File: config.mk
export PLATFORM = sky130hd
export DESIGN_NAME = prescaled_counter
export DESIGN_NICKNAME = d
export VERILOG_FILES = /design/src/rtl/prescaled_counter.sv
export SDC_FILE = /design/constraint.sdc
export NUM_CORES = 1
export LEC_CHECK = 0
export CAP_MARGIN = 20
export CORE_ASPECT_RATIO = 0.6
export CORE_MARGIN = 1
export CORE_UTILIZATION = 51
export DETAILED_ROUTE_END_ITERATION = 8
export GPL_TIMING_DRIVEN = 0
export PLACE_DENSITY = 0.75
export SYNTH_ARGS = -nofsm -noshare
export SYNTH_HDL_FRONTEND = slang
export SYNTH_SLANG_ARGS = --single-unit
File: constraint.sdc
create_clock -name clk -period 2.25 [get_ports clk]
set_clock_uncertainty 0.15 [all_clocks]
set_input_delay 0.45 -clock clk [delete_from_list [all_inputs] [get_ports clk]]
set_output_delay 0.45 -clock clk [all_outputs]
set_load 0.02 [all_outputs]
File: src/rtl/prescaled_counter.sv
// Prescaled modulo-N up/down counter: a programmable prescaler yields a one-cycle tick
// that steps a wrap/saturate counter with terminal-count and heartbeat outputs.
module prescaled_counter #(
   parameter int unsigned CNT_W    = 9,
   parameter int unsigned PRE_W    = 25,
   parameter int unsigned PRE_DIV  = 25000000,
   parameter int unsigned CNT_MAX  = 511,
   parameter bit          SATURATE = 1'b0
) (
   input  logic             clk,
   input  logic             rst,
   input  logic             en_b,
   input  logic             dir,
   input  logic             clr,
   input  logic             load,
   input  logic [CNT_W-1:0] load_val,
   output logic [CNT_W-1:0] cnt,
   output logic             tick,
   output logic             tc,
   output logic             heartbeat
);

   if (PRE_DIV == 0) begin : g_bad_pre_div_zero
      $error("prescaled_counter: PRE_DIV must be at least 1");
   end
   if ((PRE_DIV >> PRE_W) != 0) begin : g_bad_pre_div_wide
      $error("prescaled_counter: PRE_DIV does not fit in PRE_W bits");
   end
   if ((CNT_MAX >> CNT_W) != 0) begin : g_bad_cnt_max
      $error("prescaled_counter: CNT_MAX does not fit in CNT_W bits");
   end

   localparam logic [PRE_W-1:0] PRE_LAST = PRE_W'(PRE_DIV - 1);
   localparam logic [CNT_W-1:0] CNT_TOP  = CNT_W'(CNT_MAX);

   logic [PRE_W-1:0] pre_q, pre_d;
   logic [CNT_W-1:0] cnt_q, cnt_d;
   logic             tick_q, tick_d;
   logic             tc_q, tc_d;
   logic             hb_q, hb_d;

   logic             step;
   logic             at_top, at_zero;
   logic [CNT_W-1:0] load_clamped;
   logic [CNT_W-1:0] cnt_up, cnt_dn;

   // The wrap edge of the prescaler is the only edge that can advance the count.
   assign step    = ~en_b & (pre_q == PRE_LAST);
   assign at_top  = (cnt_q == CNT_TOP);
   assign at_zero = (cnt_q == '0);

   assign load_clamped = (load_val > CNT_TOP) ? CNT_TOP : load_val;

   always_comb begin
      cnt_up = cnt_q + CNT_W'(1);
      if (at_top) begin
         cnt_up = SATURATE ? CNT_TOP : '0;
      end
   end

   always_comb begin
      cnt_dn = cnt_q - CNT_W'(1);
      if (at_zero) begin
         cnt_dn = SATURATE ? '0 : CNT_TOP;
      end
   end

   always_comb begin
      pre_d = pre_q;
      if (clr) begin
         pre_d = '0;
      end else if (!en_b) begin
         pre_d = step ? '0 : pre_q + PRE_W'(1);
      end
   end

   always_comb begin
      cnt_d  = cnt_q;
      tick_d = 1'b0;
      tc_d   = 1'b0;
      hb_d   = hb_q;
      if (clr) begin
         cnt_d = '0;
      end else if (load) begin
         // A load on a step edge swallows that step entirely.
         cnt_d = load_clamped;
      end else if (step) begin
         tick_d = 1'b1;
         hb_d   = ~hb_q;
         if (dir) begin
            cnt_d = cnt_up;
            tc_d  = at_top;
         end else begin
            cnt_d = cnt_dn;
            tc_d  = at_zero;
         end
      end
   end

   always_ff @(posedge clk or posedge rst) begin
      if (rst) begin
         pre_q  <= '0;
         cnt_q  <= '0;
         tick_q <= 1'b0;
         tc_q   <= 1'b0;
         hb_q   <= 1'b0;
      end else begin
         pre_q  <= pre_d;
         cnt_q  <= cnt_d;
         tick_q <= tick_d;
         tc_q   <= tc_d;
         hb_q   <= hb_d;
      end
   end

   assign cnt       = cnt_q;
   assign tick      = tick_q;
   assign tc        = tc_q;
   assign heartbeat = hb_q;

   tc_implies_tick: assert property (@(posedge clk) disable iff (rst) tc_q |-> tick_q);
   cnt_in_range:    assert property (@(posedge clk) disable iff (rst) cnt_q <= CNT_TOP);

endmodule

Yosys cells after proc, flatten, opt, wreduce, memory -nomap -nowiden --
Index checks and enable logic that the tools add are counted.
Word-level totals: register bits 37, output and inout port bits 12, logic and storage cells 37
Cells by class: add/sub/neg operators 3, $lt $le $gt $ge 1, equality and inequality tests 3, muxes and demuxes 17, bitwise gates (word level) 5, reductions and logical operators 3
Operators by type and width (count):
- 2-to-1 mux 25 bit | 3
- 2-to-1 mux 9 bit | 7
- adder 25 x 1 -> 25 bit (second input constant) | 1
- == test 25 bit (second input constant) | 1
- adder 9 x 1 -> 9 bit (second input constant) | 1
- == test 9 bit (second input constant) | 1
- > comparator 9 bit (second input constant) | 1
- logical NOT 9 bit | 1
- subtractor 9 x 1 -> 9 bit (second input constant) | 1
- 2-to-1 mux 1 bit | 7
- NOT 1 bit | 4
- AND reduction 3 bit | 1
- nonzero test 3 bit | 1
- inequality test 2 x 1 -> 1 bit (second input constant) | 1
- bitwise AND 1 bit | 1

Logic depth before layout (Yosys ltp) --
Gate-level depths: netlist of the first run.
word-level depth 6, mapped depth 10

Worst setup path before layout of the first run --
Ideal clock, no wire load.
path type register -> register, from register cnt_q[2], in the netlist cnt[2], to register cnt_q[2], in the netlist cnt[2], setup time 0.125 ns, data arrival time 2.120 ns, required time 1.975 ns, path slack -0.145 ns, stages on the path, launching flop included 10, buffers on the path 2, period minus slack after synthesis 2.395 ns, path through dfrtp_1 > clkbuf_1 > and4_2 > and4_1 > ha_1 > nor2b_1 > clkbuf_1 > a21o_1 > a211oi_1 > a2111oi_0
On the way: cells in the longest elaborated chain, start to end 6, elaborated cells between the ends (all ways) 10, classes of those cells add/sub (2); eq/ne (1); mux (6); reduce/logical (1)
RTL lines:
- start: declaration | RTL line 37 | logic [CNT_W-1:0] cnt_q, cnt_d;
- start signal: assignment | RTL line 109 | cnt_q <= cnt_d;
- subtractor 9 x 1 -> 9 bit, or another cell as far along | RTL line 62 | cnt_dn = cnt_q - CNT_W'(1);
- 2-to-1 mux 9 bit, on equally long branches | RTL line 63, 56
- 2-to-1 mux 9 bit * | RTL line 90 | if (dir) begin
- 2-to-1 mux 9 bit * | RTL line 87 | end else if (step) begin
- 2-to-1 mux 9 bit * | RTL line 84 | end else if (load) begin
- 2-to-1 mux 9 bit * | RTL line 82 | if (clr) begin
Mark *: on every way between the ends. The rest lies on a longest branch, timed or not. The select of a mux whose other input is x is not followed. A chain may end at the register's enable or synchronous reset.

Worst setup path after layout of the first run --
from register cnt_q[4], in the netlist cnt[4], to register cnt_q[2], in the netlist cnt[2]
On the way: cells in the longest elaborated chain, start to end 6, elaborated cells between the ends (all ways) 8, classes of those cells eq/ne (1); mux (6); reduce/logical (1)
RTL lines (RTL line):
- == test 9 bit / logical NOT 9 bit (equally long branches) | 49, 50
- 2-to-1 mux 9 bit, on equally long branches | 56, 63
- 2-to-1 mux 9 bit * | 90
- 2-to-1 mux 9 bit * | 87
- 2-to-1 mux 9 bit * | 84
- 2-to-1 mux 9 bit * | 82
Marked as above.

==> impl_results.md, run 1 <==
* Max Slew Vio Count at 0
* Total CTS buffers at 5
* Vias in the first global route at 1882
* Synth cell types at 58
* Clock root buffer: clkbuf_8
* Share of layout cells above drive strength 1 at 0.213
* WL per Instance at 17.0 um
* Row Count at 18
* Part of the Yosys area used for sequential elements at 0.394
* CP arrival at 2.21 ns
* Initial Utilization at 0.551
* Clock Path Buffers at 2
* # nets final at 329
* IO Count at 27
* Largest family of logic cells by synthesized area: simple AND/OR/NAND/NOR gates
* CTS sink count at 37
* Ys async rst share at 1.00
* Avg Inst Size Synth at 8.96 um^2
* Routability cong. at 0.917
* Antenna viol nets, final at 0
* # DRC at 0
* Mux contribution to synthesized area at 0.00906
* Post-Syn Instances at 262
* FILL cells at 331
* Largest net degree at the start of global routing at 38
* Sw power at 0.387 mW
* Achievable frequency at 0.448 GHz
* CP endpoint kind: flip-flop
* Worst endpoint required time at 2.23 ns
* Worst Max-Slew Pin Slew at 0.785 ns
* Core region area at 4260 um^2
* Peak VDD IR at 321 uV
* Worst path most repeated cell: and4_4
* Worst Hold Margin at 0.349 ns
* Commonest non-fill, non-tap cell in the layout: nor2_1
* Syn. warnings at 0
* RSZ-0062 raised after global routing: true
* Startpoint types: flip-flop
* Grt total ovfl at 0
* Status: completed
* Ant diodes at 0
* Hpwl dp at 4230 um
* Critical path buffers and inverters at 1
* Chip Height at 54.6 um
* Die W at 89.6 um
* Cell family contributing the most delay on the critical path: compound AO/OA/AOI/OAI gates
* Adder-cell share of the synthesized area at 0.0213
* Area delta synth->final at 26.5%
* Number of cells on the critical path at 8
* Tcrit/Tclk final at 0.991
* Pre-CTS setup slack at -0.507 ns
* Later-pin clock latency in the skew report at 0.29 ns
* Flop pwr share at 0.506
* Overall Global Routing Usage at 0.274
* CP max stage delay at 0.46 ns
* Hold Crit Depth at 1
* Cell Area, Placed at 2690 um^2
* Post-synth EDFFs at 0
* Yosys reg bits at 37
* Detailed Routing Iterations Pass 1 at 5
* Power density of the placed cells at 467 nW/um^2
* First-pass GRT wire length at 9630 um
* Worst hold path class: reg2reg
* Combinational power share at 0.174
* Most frequent cells in the layout: nor2_1, dfrtp_1, clkdlybuf4s50_1, xnor2_1, buf_4
* Post-Route WL at 6310 um
* Syn nets at 281
* Clock Pin Slew Worst Setup and Hold Paths at 0.08 ns
* Synthesized area at 2350 um^2
* Synth Flop Type: dfrtp_1
* Vias/cell at 6.00
* Reg2Reg Depth at 8
* Post-synthesis simple-gate area fraction at 0.308
* Port Buffers at 26
* CP max FO at 7
* CTS tree: yes
* Vias at 2221
* H-Tree Depth at 2
* Pint at 1.00 mW
* Initial antenna violation count at 0
* Setup ws final at 0.0197 ns
* Fin. Hold Viols at 0
* Die ar. at 4890 um^2
* Compound-Gate Fraction of Synth Area at 0.123
* Min Tclk post-route at 2.23 ns
* Critical-path top delay cell: dfrtp_1
* CP Class: reg2reg
* Post-route cell area at 2970 um^2
* Net Sw Frac at 0.279
* Max-slew headroom at 0.476
* Initial DRC count at 221
* CP Cell Sequence: and4_4 > and4_4 > ha_4 > nor2b_1 > buf_4 > a21o_1 > a211oi_1 > a2111oi_2
* Static leakage at 1.19 nW
* XOR/XNOR share of the synthesized area at 0.101
* Number of max-cap violations at 0
* # setup viols final at 0
* Clock Power Share at 0.320
* Final core utilization at 0.698
[final cells by class]
cell class | instances | area [um^2] | area share
buffer | 9 | 55.1 | 0.0185
clock buffer | 6 | 72.6 | 0.0244
clock inverter | 1 | 5.00 | 0.00169
inverter | 13 | 48.8 | 0.0164
multi-input combinational | 201 | 1390 | 0.468
sequential | 37 | 935 | 0.315
tap | 60 | 75.1 | 0.0253
timing repair buffer | 43 | 389 | 0.131
[worst paths after layout]
path / start / to / slack (ns)
setup reg to reg: cnt[4] / cnt[2] / 0.02
hold reg to reg: heartbeat / heartbeat / 0.35
hold / removal: heartbeat / heartbeat / 0.35
min in group asynchronous: rst / pre_q[5] / 0.48
max in group asynchronous: rst / cnt[1] / 0.92
setup / recovery: cnt[4] / cnt[2] / 0.02
[flip-flops by register name (all words and copies together), names as in the netlist]
register	cells
tc	1
tick	1
pre_q	25
heartbeat	1
cnt	9
[through the flow]
step | setup TNS [ns] | power, mW | std cells
2_1_floorplan | 0 | 0.838 | 262
3_3_place_gp | -12.70 | 0.921 | 348
3_5_place_dp | -11.43 | 0.924 | 348
4_1_cts | 0 | 1.38 | 365
5_1_grt | -0.0808 | 1.44 | 370
6_report | 0 | 1.39 | 370
[worst reg2reg max path: stages, from the launching register on]
cell and delay [ns]:
dfrtp_1 0.46, and4_4 0.29, and4_4 0.24, ha_4 0.15
nor2b_1 0.05, buf_4 0.15, a21o_1 0.17, a211oi_1 0.31
a2111oi_2 0.11
[power groups by stage]
stage / logic, mW / registers (mW) / clock network [mW]
floorplan: 0.120 / 0.718 / 0
global placement: 0.211 / 0.710 / 0
detailed placement: 0.214 / 0.710 / 0
CTS: 0.234 / 0.696 / 0.449
global route: 0.261 / 0.703 / 0.475
finish: 0.242 / 0.701 / 0.444
[cell usage after synthesis (7+ instances only)]
cell type | number | area (um^2)
a21oi_1 | 15 | 75.1
nand4_1 | 9 | 56.3
clkbuf_1 | 8 | 30.0
dfrtp_1 | 37 | 926
xnor2_1 | 22 | 193
nand3_1 | 12 | 60.1
nand2_1 | 15 | 56.3
and4_1 | 7 | 61.3
nor2_1 | 32 | 120
nor3_1 | 9 | 45.0
inv_1 | 13 | 48.8
nor4_1 | 7 | 43.8
[cell families (layout without fill, tap and decap cells)]
family | Yosys count | after routing
AOI/OAI and AO/OA | 40 | 40
muxes | 2 | 2
DFF | 37 | 37
and+or+nand+nor | 128 | 128
adders and majority gates | 4 | 4
buffers and inverters | 24 | 72
xor gates and xnor gates | 27 | 27
[per-layer routing]
metal,wire length (um),GRT usage
met1,3300,0.453
met2,2490,0.346
met3,499,0.0558
met4,18,0.0608
met5,0,0
[what timing repair did]
| action | CTS | global route |
|---|---|---|
| pin swaps | 8 | 6 |
| gates resized for setup | 15 | 15 |
| buffers inserted | 11 | 6 |
| hold buffers | 0 | 0 |
| endpoints found under the setup margin | 29 | 16 |
| gates cloned | 0 | 0 |
Power figures use the tool's default switching activity.
==> inputs of run 2 (changes only) <==
Settings changed: CAP_MARGIN 20 to unset, CORE_ASPECT_RATIO 0.6 to 1.4, REMOVE_ABC_BUFFERS set to 1.
==> impl_results.md, run 2 (synthesis gave the netlist of run 1 again) <==
* Pre-CTS setup slack at -0.540 ns (-0.0336 ns)
* Max Slew Vio Count at 0 (unchanged)
* Initial antenna violation count at 0 (unchanged)
* Number of max-cap violations at 0 (unchanged)
* Post-Route WL at 5570 um (-12%)
* Fin. Hold Viols at 0 (unchanged)
* Commonest non-fill, non-tap cell in the layout: nor2_1
* Vias in the first global route at 2111 (+12%)
* Setup ws final at 0.0305 ns (+0.0108 ns)
* Die W at 59.3 um (-34%)
* Later-pin clock latency in the skew report at 0.29 ns (about the same)
* Initial Utilization at 0.545 (-0.00672)
* Initial DRC count at 217 (-1.8%)
* Power density of the placed cells at 499 nW/um^2 (+6.9%)
* Post-route cell area at 2880 um^2 (-2.9%)
* Cell Area, Placed at 2660 um^2 (-1.3%)
* Ant diodes at 0 (unchanged)
* Most frequent cells in the layout: nor2_1, dfrtp_1, clkdlybuf4s50_1, xnor2_1
* Cts hold-fix bufs at 0 (unchanged)
* CP endpoint kind: flip-flop
* Reg with most FFs: pre_q
* Min Tclk post-route at 2.22 ns (-0.0108 ns)
* CP max FO at 6 (-1)
* Antenna viol nets, final at 0 (unchanged)
* Max reg flops at 25 (unchanged)
* Total CTS buffers at 5 (unchanged)
* Core region area at 4310 um^2 (+1.2%)
* CTS sink count at 37 (unchanged)
* CP max stage delay at 0.44 ns (-0.02 ns)
* # setup viols final at 0 (unchanged)
* Detailed Routing Iterations Pass 1 at 4 (-1)
* Worst hold path class: reg2reg
* Vias/cell at 5.92 (-1.4%)
* Hpwl dp at 3810 um (-9.7%)
* Post-route setup TNS at 0 ns (unchanged)
* First-pass GRT wire length at 9450 um (-1.9%)
* Routability cong. at 0.852 (-7.1%)
* Die ar. at 4880 um^2 (-0.10%)
* # nets final at 315 (-4.3%)
* CTS tree: yes
* # DRC at 0 (unchanged)
* Achievable frequency at 0.451 GHz (+0.49%)
* H-Tree Depth at 2 (unchanged)
* Share of layout cells above drive strength 1 at 0.168 (-0.0446)
* CP Class: reg2reg
* Clock Path Buffers at 2 (unchanged)
* IO Count at 27 (unchanged)
* Worst Max-Slew Pin Slew at 0.785 ns (+0.000168 ns)
* Tcrit/Tclk final at 0.986 (-0.00480)
* Status: completed
* Clock root buffer: clkbuf_8
* RSZ-0062 raised after global routing: true
* Peak VDD IR at 393 uV (+23%)
* Startpoint types: flip-flop
* Worst endpoint required time at 2.23 ns (about the same)
* CP Cell Sequence: and4_2 > and4_1 > nand4_1 > buf_4 > nor4b_1 > a2111oi_1
* Clock Pin Slew Worst Setup and Hold Paths at 0.07 ns (about the same)
* Area delta synth->final at 22.9%
* CP arrival at 2.20 ns (about the same)
* Grt total ovfl at 0 (unchanged)
* Row Count at 28 (+10)
* WL per Instance at 15.6 um (-8.4%)
* Static leakage at 1.15 nW (-3.2%)
* Largest net degree at the start of global routing at 23 (-39%)
* Chip Height at 82.3 um (+51%)
* Port Buffers at 26 (unchanged)
* Max-slew headroom at 0.476 (about the same)
* Overall Global Routing Usage at 0.256 (-0.0176)
* Vias at 2112 (-4.9%)
* Critical-path top delay cell: dfrtp_1
-- run 2: cell count changes in the layout (fill, tap and decap cells not counted), sizes merged --
| cell | delta |
|---|---|
| clkdlybuf4s50 | -1 |
| buf | -8 |
| clkbuf | -4 |
-- run 2: cell type report --
cell class | instances | area, um^2
clock buffers | 7 | 96.3
clock inverters | 1 | 5.00
fillers | 371 | 1430
inverters | 13 | 48.8
multi-input cells | 201 | 1360
flip-flops and latches | 37 | 933
well taps | 60 | 75.1
repair buffers | 38 | 367
-- run 2: per-stage QoR --
stage	instances	power (mW)	hold WS (ns)	util
global placement	337	0.905	0.316	0.610
detailed placement	338	0.916	0.324	0.617
floorplan	251	0.824	0.353	-
finish	357	1.44	0.334	0.669
CTS	351	1.44	0.335	0.653
global route	357	1.51	0.349	0.669
-- run 2: critical path: cells and delay by family, from the launching register on --
kind	cells	cell delay, ns
AOI/OAI and AO/OA	1	0.12
buffers and inverters	1	0.23
DFF	1	0.44
and+or+nand+nor	4	1.12
-- run 2: timing repair --
action,in CTS,in global routing
resized for setup,12,11
endpoints found under the setup margin,32,9
pin swaps,1,5
setup buffers,5,6
-- run 2: metal layers --
| metal | part of all wire | vias up | global-route usage |
|---|---|---|---|
| met5 | 0 | - | 0 |
| met4 | 0.022 | 0 | 0.102 |
| met3 | 0.041 | 11 | 0.0405 |
| met2 | 0.53 | 71 | 0.470 |
| met1 | 0.41 | 1016 | 0.290 |
| li1 | - | 1014 | - |
-- run 2: final timing paths --
path	end	cells after the start	from	slack, ns
min in group asynchronous	cnt[7]	2	rst	0.45
max in group asynchronous	cnt[0]	3	rst	0.93
worst max-delay path	cnt[2]	6	pre_q[11]	0.03
worst min-delay path	heartbeat	1	heartbeat	0.33
worst min register to register	heartbeat	1	heartbeat	0.33
worst max register to register	cnt[2]	6	pre_q[11]	0.03
-- run 2: power breakdown --
part,internal (mW),switching [mW],total (mW)
logic,0.110,0.117,0.227
clock network,0.277,0.237,0.513
registers,0.679,0.0208,0.700
total,1.07,0.375,1.44
